## src/rtl/alu_sched_pkg.sv

```systemverilog
// alu_sched_pkg: shared types and widths for the ALU result-select scheduler
package alu_sched_pkg;
  localparam int SEL_W = 3;
  localparam int DATA_W = 4;
  localparam int MAX_SRC = 6;
  typedef enum logic [1:0] {IDLE, SETTLE, OUTPUT} state_t;
endpackage

```

## src/rtl/alu_src_scheduler_rr_pick.sv

```systemverilog
// rr_pick: combinational round-robin picker, first set req bit at or above ptr, wrapping at N
module rr_pick
  import alu_sched_pkg::*;
#(
  parameter int N = MAX_SRC
) (
  input  logic [MAX_SRC-1:0] req,
  input  logic [SEL_W-1:0]   ptr,
  output logic               found,
  output logic [SEL_W-1:0]   idx
);
  logic [SEL_W:0] c;
  // scan downward in distance so the nearest candidate to ptr wins
  always_comb begin
    found = 1'b0;
    idx = '0;
    c = '0;
    for (int k = N - 1; k >= 0; k--) begin
      c = {1'b0, ptr} + (SEL_W + 1)'(k);
      c = (c >= (SEL_W + 1)'(N)) ? c - (SEL_W + 1)'(N) : c;
      if (req[c[SEL_W-1:0]]) begin
        found = 1'b1;
        idx = c[SEL_W-1:0];
      end
    end
  end
endmodule

```

## src/rtl/alu_src_scheduler.sv

```systemverilog
// alu_src_scheduler: round-robin owner of the 6:1 ALU result mux; optional drop-on-stall via ALU_SRC_SCHED_TIMEOUT_EN
module alu_src_scheduler
  import alu_sched_pkg::*;
#(
  parameter int N_SRC = 6,
  parameter int SETTLE_CYCLES = 1,
  parameter int TIMEOUT_CYCLES = 15
) (
  input  logic               clk,
  input  logic               rst,
  input  logic [MAX_SRC-1:0] req,
  input  logic [DATA_W-1:0]  mux_dout,
  output logic [SEL_W-1:0]   sel,
  output logic [MAX_SRC-1:0] gnt,
  output logic [MAX_SRC-1:0] done,
  output logic [DATA_W-1:0]  out_data,
  output logic [SEL_W-1:0]   out_src,
  output logic               out_valid,
  input  logic               out_ready,
  output logic               busy,
  output logic               timeout
);
  state_t state;
  logic found;
  logic [SEL_W-1:0] pick, ptr, nxt;
  logic [3:0] cnt;
  rr_pick #(.N(N_SRC)) u_pick (.req(req), .ptr(ptr), .found(found), .idx(pick));
  assign busy = state != IDLE;
  assign nxt = (out_src == SEL_W'(N_SRC - 1)) ? '0 : out_src + 1'b1;
`ifdef ALU_SRC_SCHED_TIMEOUT_EN
  logic [7:0] wcnt;
  logic to_q;
  assign timeout = to_q;
`else
  assign timeout = 1'b0;
`endif
  // grant, settle, capture and hand off one transaction at a time
  always_ff @(posedge clk or posedge rst) begin
    if (rst) begin
      state <= IDLE;
      ptr <= '0;
      sel <= '0;
      gnt <= '0;
      done <= '0;
      out_data <= '0;
      out_src <= '0;
      out_valid <= 1'b0;
      cnt <= '0;
`ifdef ALU_SRC_SCHED_TIMEOUT_EN
      wcnt <= '0;
      to_q <= 1'b0;
`endif
    end else begin
      done <= '0;
`ifdef ALU_SRC_SCHED_TIMEOUT_EN
      to_q <= 1'b0;
`endif
      case (state)
        IDLE: if (found) begin
          gnt <= MAX_SRC'(1) << pick;
          sel <= pick;
          out_src <= pick;
          cnt <= 4'(SETTLE_CYCLES);
          state <= SETTLE;
        end
        SETTLE: if (cnt == '0) begin
          out_data <= mux_dout;
          out_valid <= 1'b1;
          state <= OUTPUT;
`ifdef ALU_SRC_SCHED_TIMEOUT_EN
          wcnt <= '0;
`endif
        end else begin
          cnt <= cnt - 1'b1;
        end
        OUTPUT: if (out_ready) begin
          out_valid <= 1'b0;
          gnt <= '0;
          done <= gnt;
          ptr <= nxt;
          state <= IDLE;
        end
`ifdef ALU_SRC_SCHED_TIMEOUT_EN
        else if (wcnt == 8'(TIMEOUT_CYCLES - 1)) begin
          out_valid <= 1'b0;
          gnt <= '0;
          to_q <= 1'b1;
          ptr <= nxt;
          state <= IDLE;
        end else begin
          wcnt <= wcnt + 1'b1;
        end
`endif
        default: state <= IDLE;
      endcase
    end
  end
endmodule
```

## config.mk

```make
export PLATFORM = sky130hd
export DESIGN_NAME = alu_src_scheduler
export DESIGN_NICKNAME = d
export VERILOG_FILES = /design/src/rtl/alu_sched_pkg.sv /design/src/rtl/alu_src_scheduler_rr_pick.sv /design/src/rtl/alu_src_scheduler.sv
export SDC_FILE = /design/constraint.sdc
export NUM_CORES = 1
export LEC_CHECK = 0
export ABC_AREA = 0
export BUFFER_PORTS_ARGS = -buffer_cell sky130_fd_sc_hd__buf_4
export CELL_PAD_IN_SITES_DETAIL_PLACEMENT = 0
export CELL_PAD_IN_SITES_GLOBAL_PLACEMENT = 1
export CORE_MARGIN = 2
export CORE_UTILIZATION = 35
export DETAILED_ROUTE_END_ITERATION = 8
export GPL_TIMING_DRIVEN = 0
export PLACE_DENSITY = 0.66
export SKIP_LAST_GASP = 1
export SLEW_MARGIN = 20
export SYNTH_ARGS = -nofsm -noshare
export SYNTH_HDL_FRONTEND = slang
export SYNTH_HIERARCHICAL = 1
export SYNTH_SLANG_ARGS = --single-unit
```

## constraint.sdc

```tcl
create_clock -name clk -period 6.55 [get_ports clk]
set_input_delay 0.3275 -clock clk [delete_from_list [all_inputs] [get_ports clk]]
set_output_delay 0.3275 -clock clk [all_outputs]
set_load 0.01 [all_outputs]
```

==> impl_metrics.toml, run 1 <==
[timing]
fin_crit_ps = 3900
finalMaxSlewViolations = 0
relSlewSlack = 0.551
finalClockSkew_ps = 6.24
setup_viol = 0
rsz0062_at_grt = "no"
fmax_mhz = 256
fin_setup_tns_ps = 0
period_share = 0.596
tightest_slew_ps = 674
finalHoldViolCount = 0

[worst_setup_path]
crit_top_cell = "buf_6"
worstRegToRegCells = 12
cpMaxStageDelayCell = "a22oi_1"
r2r_setup_slack_ps = 2650
path_class = "reg -> reg"
worstReg2RegStart = "ptr[0]"
r2r-end = "gnt[5]"
worst-path-buf-inv = 4
cp_data_required_time_ps = 6720
crit_family = "compound AO/OA/AOI/OAI gates"
max_stage_delay_ps = 580
arrival_ps = 4070
path_max_fanout = 10
cp-end-kind = "register"
path_cells = "buf_6 > buf_6 > inv_1 > ha_1 > clkbuf_1 > nor3_1 > o21a_1 > a211o_1 > or4_1 > a22oi_1 > and4b_1 > mux2_2"
crit_path_start_kind = "register"

[clocking]
cts_buffer_depth = 2
clkLatencyLatePin_ps = 280
post_cts_buffers = 0
cts_buffers = 5
clock-sinks = 29
root_buffer = "clkbuf_8"
cts_htree_levels = 2
cts_tree = "yes"
clkSlewWorstSetupHoldPaths_ps = 60
cts_hold_buf = 0
cts_resized = 0

[place]
gp_congestion = 0.903
io_buffers = 36
dp_hpwl_um = 3770

[die]
die_w_um = 83.3
num_rows = 28
coreArea_um2 = 5990
die_area_um2 = 6930
ios = 38
die_h_um = 83.3
initial_core_util = 0.367

[synth]
netlist_area_um2 = 2200
ys.flop_type = "dfrtp_1"
synthCells = 218
synth_area_per_cell_um2 = 10.1
synthArstFlopShare = 1.00
yosys_warnings = 6
ys_ff_latch = 29
synth-edff-count = 0
yosysUniqueCellTypes = 65
seq_area_frac_synth = 0.330
syn_nets = 241

[routing]
drc = 0
drtPass1Iterations = 4
ant_nets = 0
drt-wirelength-per-cell_um = 15.1
drtIter0Drc = 127
vias = 1791
drt-total-wl_um = 5100
via_per_inst = 5.31

[worst_hold_path]
min_path_type = "in -> async"

[grt]
grt_max_degree = 30
grt_first_pass_wirelength_um = 8790
antenna_found_initial = 0
grt.overflow.total = 0
grt_use_total = 0.154
grt_pass1_vias = 1779

[status]
status = "complete, no violations"

[pwr]
power_density_nw_per_um2 = 562
peakVddDrop_v = 0.000251
total_power_mw = 1.49
p_leak_nw = 1.26

[cells_and_area]
area_growth_pct = 20.3
layout-drive-gt1-share = 0.324
utilization = 0.442
num-nets-final = 284
num_antenna_cells = 0

[run]
drv_cap = 0
[state kept, by name, indices dropped and copies added, names as in the netlist]
name	flops
out_data	4
done	6
out_src	3
state	2
ptr	3
cnt	4
out_valid	1
gnt	6
[metrics by stage]
stage	worst slack, ps	cells	area (µm²)	hold WS [ps]
after floorplan	3260	218	2200	406
after global placement	2610	329	2560	474
after detailed placement	2670	329	2560	455
after CTS	2650	337	2650	140
after global routing	2410	337	2650	179
final	2650	337	2650	126
[cells in the mapped netlist, types with 5 or more instances]
| library cell | n | area share |
|---|---|---|
| dfrtp_1 | 29 | 0.33 |
| mux2_2 | 13 | 0.067 |
| a21oi_1 | 11 | 0.025 |
| nand2_1 | 11 | 0.019 |
| o21ai_0 | 11 | 0.025 |
| ha_1 | 10 | 0.057 |
| and3_1 | 9 | 0.026 |
| inv_1 | 9 | 0.015 |
| mux2i_1 | 8 | 0.036 |
| nand2b_1 | 6 | 0.017 |
| nand3_1 | 6 | 0.014 |
| mux2_4 | 5 | 0.034 |
[layout make-up]
class	instances	area, µm²
inverters	9	33.8
repair buffers	36	270
fillers	602	3350
plain buffers	12	92.6
multi-input cells	168	1350
well taps	75	93.8
clock inverters	2	10.0
clock buffers	6	72.6
flip-flops and latches	29	726
[worst max-delay path by stage]
stage	start	end	slack (ps)	cells after the start
2_1_floorplan	ptr[0]	gnt[5]	3260	12
3_3_place_gp	ptr[0]	gnt[5]	2610	12
3_5_place_dp	ptr[0]	gnt[5]	2670	12
4_1_cts	ptr[0]	gnt[5]	2650	12
5_1_grt	ptr[0]	gnt[2]	2410	12
6_report	ptr[0]	gnt[5]	2650	12
[layer usage]
layer | global-route usage | wire [µm] | vias up | part of all wire
li1 | - | - | 896 | -
met1 | 0.220 | 2540 | 850 | 0.50
met2 | 0.229 | 2290 | 36 | 0.45
met3 | 0.0318 | 185 | 9 | 0.036
met4 | 0.0581 | 83 | 0 | 0.016
met5 | 0 | 0 | - | 0
[report_power, final]
part / leakage [nW] / internal, mW / total [mW] / switching, mW
clock network: 0.0450 / 0.0734 / 0.142 / 0.0683
logic: 0.840 / 0.488 / 1.05 / 0.560
registers: 0.371 / 0.241 / 0.298 / 0.0568
[logic make-up (layout without fill, tap and decap cells)]
family,after synthesis,after routing,synth area share
and+or+nand+nor,72,72,0.225
AOI/OAI and AO/OA,52,52,0.158
DFF,29,29,0.330
muxes,27,27,0.147
buffers and inverters,21,65,0.0575
adders and majority gates,10,10,0.0569
xor gates and xnor gates,6,6,0.0239
other,1,1,0.00171
[cells in the final DEF, fill, tap and decap left out, types with 3 or more instances in the layout]
master	count
a211oi_1	3
nand2_1	11
nand2b_1	6
inv_1	8
buf_4	40
a21oi_1	11
nor2_1	3
and4b_1	3
nor3_1	3
mux2i_1	8
and3_1	9
clkbuf_1	3
xnor2_1	4
o21ai_0	11
nand3_1	6
buf_6	4
o21a_1	3
mux2_4	5
nor4_1	4
dfrtp_1	29
mux2_2	13
ha_1	10
nor4b_1	4
clkbuf_8	5
Power figures use the tool's default switching activity.
==> inputs of run 2 (changes only) <==
--- a/config.mk
+++ b/config.mk
@@ -13,7 +13,7 @@
 export CORE_UTILIZATION = 35
 export DETAILED_ROUTE_END_ITERATION = 8
 export GPL_TIMING_DRIVEN = 0
-export PLACE_DENSITY = 0.66
+export PLACE_DENSITY = 0.68
 export SKIP_LAST_GASP = 1
 export SLEW_MARGIN = 20
 export SYNTH_ARGS = -nofsm -noshare
==> constraint.sdc (replaced) <==
create_clock -name clk -period 3.37 [get_ports clk]
set_input_delay 0.1685 -clock clk [delete_from_list [all_inputs] [get_ports clk]]
set_output_delay 0.1685 -clock clk [all_outputs]
set_load 0.01 [all_outputs]
==> run 2 against run 1 <==
Combinational power up 130%. Routed wire length grew 4.0%. Largest cell class unchanged. Total power increased by 120%. Largest power group unchanged. Global-route usage decreased by 0.11 points. Cell count rose by 2.4%. Highest routed layer unchanged. Clock skew increased by 1.8 ps. Final area rose by 7.5%. Core utilization is 3.3 points higher. Worst setup slack got worse by 2600 ps.
==> impl_metrics.toml, run 2 (synthesis gave the netlist of run 1 again) <==
[routing]
ant_nets = 0
drtIter0Drc = 167
drt-wirelength-per-cell_um = 15.4
drt-total-wl_um = 5310
drc = 0
drtPass1Iterations = 6
via_per_inst = 5.53
vias = 1908

[timing]
finalClockSkew_ps = 8.04
period_share = 0.974
finalMaxSlewViolations = 0
fin_crit_ps = 3280
finalHoldViolCount = 0
relSlewSlack = 0.601
fmax_mhz = 305
setup_viol = 0
tightest_slew_ps = 597
rsz0062_at_grt = "yes"

[place]
dpl_cell_area_um2 = 2560
io_buffers = 36
dp_hpwl_um = 3710
gp_congestion = 0.813

[cells_and_area]
utilization = 0.475
layout-drive-gt1-share = 0.415
num_antenna_cells = 0
top_regs = "done x6, gnt x6"
num-nets-final = 292
area_growth_pct = 29.3
post-route-cell-area_um2 = 2840
final_common_cell = "buf_4"
final_cell_mix = "47 x buf_4, 27 x dfrtp_1, 13 x mux2_2, 11 x nand2_1, 10 x o21ai_0"

[die]
die_area_um2 = 6930
initial_core_util = 0.367
num_rows = 28
die_w_um = 83.3
ios = 38
die_h_um = 83.3
coreArea_um2 = 5990

[worst_hold_path]
min_path_type = "in -> reg"

[worst_setup_path]
r2r_setup_slack_ps = 90
path_class = "reg -> reg"
max_stage_delay_ps = 550
path_cells = "buf_6 > buf_12 > clkinvlp_4 > ha_4 > xnor2_1 > and4b_1 > o21a_1 > a211o_1 > or4_4 > a22oi_2 > buf_6 > and4b_1 > mux2_2"
cp_data_required_time_ps = 3530
path_max_fanout = 10
cp-end-kind = "register"
crit_path_start_kind = "register"
cpMaxStageDelayCell = "or4_4"
arrival_ps = 3440

[clocking]
cts_htree_levels = 2
cts_tree = "yes"
clkSlewWorstSetupHoldPaths_ps = 70
cts_buffers = 5
root_buffer = "clkbuf_8"
cts_buffer_depth = 2
clock-sinks = 29
clkLatencyLatePin_ps = 280

[grt]
grt_use_total = 0.153
grt_first_pass_wirelength_um = 8740
grt_max_degree = 30
grt_pass1_vias = 1798
grt.overflow.total = 0
antenna_found_initial = 0

[pwr]
p_leak_nw = 1.32
power_density_nw_per_um2 = 1160
peakVddDrop_v = 0.000482

[run]
drv_cap = 0

[status]
status = "complete, no violations"
==> run 2: cell count changes in the layout (fill, tap and decap cells not counted), moves of 2 or more <==
cell	change
a21oi_1	-2
a22oi_1	-2
a22oi_2	+2
buf_4	+7
dfrtp_1	-2
dfrtp_2	+2
ha_1	-3
ha_2	+2
==> run 2: worst max-delay path: cells and delay by family, from the launching register on <==
| kind | cells | cell delay (ps) |
|---|---|---|
| compound gates | 3 | 720 |
| xor+xnor | 1 | 160 |
| fa+ha+maj | 1 | 190 |
| buf+inv | 4 | 530 |
| flops | 1 | 370 |
| mux | 1 | 250 |
| simple gates | 3 | 960 |
==> run 2: what timing repair did <==
| action | 4_1_cts | 5_1_grt |
|---|---|---|
| hold buffers | 1 | 0 |
| gates cloned | 0 | 0 |
| resized for setup | 7 | 24 |
| endpoints found under the setup margin | 9 | 14 |
| pin swaps | 1 | 2 |
| hold endpoints to repair | 13 | 0 |
| setup buffers | 4 | 3 |
==> run 2: metal layers <==
layer	part of all wire	routed length, µm	up-vias	GRT usage
met5	0	0	-	0
met4	0.0085	45	0	0.0492
met3	0.058	308	5	0.0358
met2	0.47	2500	84	0.240
met1	0.46	2460	909	0.209
li1	-	-	910	-
==> run 2: report_power, final <==
group | internal [mW] | leakage (nW) | switching, mW
clock network | 0.143 | 0.0450 | 0.128
registers | 0.471 | 0.369 | 0.106
logic | 1.20 | 0.906 | 1.26
==> run 2: layout make-up <==
cell class	instances	area [µm²]
fill	561	3150
multi-input combinational	168	1460
tap	75	93.8
buffer	12	105
timing repair buffer	44	337
sequential	29	728
clock inverter	2	10.0
inverter	9	37.5
clock buffer	6	72.6
==> run 2: stage by stage <==
step | total power [mW] | cells | hold slack, ps | setup slack [ps] | setup TNS [ps]
after floorplan | 2.09 | 218 | 247 | 77.5 | 0
after global placement | 2.62 | 329 | 400 | -515 | -2890
after detailed placement | 2.61 | 329 | 294 | -466 | -2580
after CTS | 3.02 | 342 | 113 | 30.5 | 0
after global routing | 3.56 | 345 | 115 | -20.7 | -26.2
final | 3.31 | 345 | 120 | 88.5 | 0
==> run 2: path summary, 6_finish.rpt <==
path / from / to / cells past startpoint
max in group asynchronous: rst / ptr[0] / 3
max: ptr[0] / gnt[5] / 13
min reg2reg: out_valid / out_valid / 2
min in group asynchronous: rst / done[2] / 3
max reg2reg: ptr[0] / gnt[5] / 13
min: mux_dout[2] / out_data[2] / 2
==> inputs of run 3 (changes only) <==
--- a/config.mk
+++ b/config.mk
@@ -13,7 +13,7 @@
 export CORE_UTILIZATION = 35
 export DETAILED_ROUTE_END_ITERATION = 8
 export GPL_TIMING_DRIVEN = 0
-export PLACE_DENSITY = 0.68
+export PLACE_DENSITY_LB_ADDON = 0.2
 export SKIP_LAST_GASP = 1
 export SLEW_MARGIN = 20
 export SYNTH_ARGS = -nofsm -noshare
==> constraint.sdc (replaced) <==
create_clock -name clk -period 2.7 [get_ports clk]
set_input_delay 0.135 -clock clk [delete_from_list [all_inputs] [get_ports clk]]
set_output_delay 0.135 -clock clk [all_outputs]
set_load 0.01 [all_outputs]
==> run 3 against run 2 <==
The flow now finishes with violations (setup timing). Core utilization grew 7.3 points. Die area is the same. Clock skew shrank 2.7 ps. Cell count grew 7.8%. Final area grew 15%. Critical path type unchanged. Critical endpoint unchanged.
==> impl_metrics.toml, run 3 (synthesis gave the netlist of run 1 again) <==
[status]
status = "finished with violations"
violations = "setup timing"

[cells_and_area]
top_regs = "done x6, gnt x6"
post-route-cell-area_um2 = 3280
layout-drive-gt1-share = 0.541
fillers = 540
num-nets-final = 318
utilization = 0.547
final_cell_mix = "67 x buf_4, 27 x dfrtp_1, 10 x mux2_4, 10 x nand2_1"
area_growth_pct = 49.1
final_common_cell = "buf_4"

[timing]
finalMaxSlewViolations = 0
period_share = 1.16
finalClockSkew_ps = 5.34
setup_viol = 14
finalHoldViolCount = 0
rsz0062_at_grt = "yes"
layout_setup_ws_ps = -430
relSlewSlack = 0.601
fmax_mhz = 319
fin_crit_ps = 3130
tightest_slew_ps = 598

[die]
ios = 38
initial_core_util = 0.367
num_rows = 28
coreArea_um2 = 5990
die_w_um = 83.3
die_h_um = 83.3
die_area_um2 = 6930

[pwr]
intPower_mw = 2.89
p_switching_mw = 2.16
power_density_nw_per_um2 = 1540
p_leak_nw = 1.52
combPwrFrac = 0.781
clockPowerShare = 0.077
switching_share = 0.429
total_power_mw = 5.05
peakVddDrop_v = 0.000721
sequentialPowerShare = 0.142

[clocking]
clkLatencyLatePin_ps = 280
cts_tree = "yes"
root_buffer = "clkbuf_8"
clock-sinks = 29
cts_htree_levels = 2
cts_buffer_depth = 2
clkSlewWorstSetupHoldPaths_ps = 60
cts_buffers = 5

[worst_setup_path]
path_max_fanout = 7
worst-path-buf-inv = 4
crit_top_cell = "buf_6"
crit_family = "simple AND/OR/NAND/NOR gates"
cp-end-kind = "register"
cp_data_required_time_ps = 2860
max_stage_delay_ps = 540
arrival_ps = 3300
crit_path_start_kind = "register"
path_cells = "buf_6 > buf_12 > buf_4 > mux2i_1 > o21ai_0 > a31o_1 > or4_4 > a22oi_2 > buf_6 > and4b_1 > mux2_2"
cpMaxStageDelayCell = "or4_4"
path_class = "reg -> reg"

[routing]
vias = 2010
drtPass1Iterations = 4
drc = 0
route.met2.wl_um = 2820
ant_nets = 0
drt-wirelength-per-cell_um = 15.7
drtIter0Drc = 120
top_layer = "met4"
drt-total-wl_um = 5830
met1Wirelength_um = 2600
via_per_inst = 5.40
wl_met3_um = 332

[grt]
antenna_found_initial = 1
grt_pass1_vias = 1904
grt.overflow.total = 0
grt_use_total = 0.164
grt_first_pass_wirelength_um = 9220
grt_max_degree = 30

[place]
io_buffers = 36
dp_hpwl_um = 3770
gp_congestion = 0.817
dpl_cell_area_um2 = 2660

[worst_hold_path]
min_path_type = "in -> reg"

[run]
drv_cap = 0
## run 3: cell count changes in the layout (fill, tap and decap cells not counted), sizes merged
| cell | previous run | this run |
|---|---|---|
| clkbuf | 7 | 8 |
| diode | 0 | 1 |
| clkinv | 2 | 1 |
| buf | 54 | 80 |
## run 3: routing by layer
metal,GRT usage,vias up
li1,-,966
met1,0.210,984
met2,0.266,51
met3,0.0417,9
met4,0.0611,0
met5,0,-
## run 3: final timing paths
check	startpoint	end	slack (ps)	cells past startpoint
max	ptr[0]	gnt[5]	-430	11
min	mux_dout[0]	out_data[0]	90	2
max reg2reg	ptr[0]	gnt[5]	-430	11
min reg2reg	out_valid	out_valid	480	2
max in group asynchronous	rst	ptr[0]	1780	3
min in group asynchronous	rst	done[0]	490	3
## run 3: worst reg2reg max path, cell delays in order (launching register included)
cell,delay (ps)
dfrtp_2,410
buf_6,130
buf_12,130
buf_4,160
mux2i_1,330
o21ai_0,230
a31o_1,300
or4_4,540
a22oi_2,180
buf_6,160
and4b_1,190
mux2_2,250
## run 3: layout make-up
type / instances / area (µm²) / share of cell area
buffer: 11 / 108 / 0.0328
sequential: 29 / 728 / 0.222
clock inverter: 1 / 5.00 / 0.00153
antenna: 1 / 2.50 / 0.000763
clock buffer: 7 / 96.3 / 0.0294
multi-input combinational: 168 / 1620 / 0.494
inverter: 9 / 47.5 / 0.0145
timing repair buffer: 71 / 579 / 0.177
tap: 75 / 93.8 / 0.0286
## run 3: what timing repair did
action,CTS,global route
buffers inserted,29,5
hold buffers,1,0
pin swaps,18,5
endpoints found under the setup margin,14,14
resized for setup,37,11
hold endpoints to repair,29,0
## run 3: metrics by stage
step | setup WS, ps | setup TNS [ps] | hold slack (ps) | std cells
floorplan | -335 | -1440 | 213 | 218
global placement | -706 | -5740 | 367 | 329
detailed placement | -753 | -5930 | 255 | 329
CTS | -409 | -3210 | 75.8 | 366
global route | -483 | -4670 | 79.4 | 372
finish | -430 | -3260 | 86.0 | 372
## run 3: power groups by stage
| stage | clock (mW) | sequential (mW) | combinational, mW |
|---|---|---|---|
| floorplan | 0 | 0.747 | 2.05 |
| global placement | 0 | 0.732 | 2.73 |
| detailed placement | 0 | 0.735 | 2.72 |
| CTS | 0.405 | 0.718 | 3.63 |
| global route | 0.422 | 0.738 | 4.21 |
| finish | 0.389 | 0.715 | 3.95 |
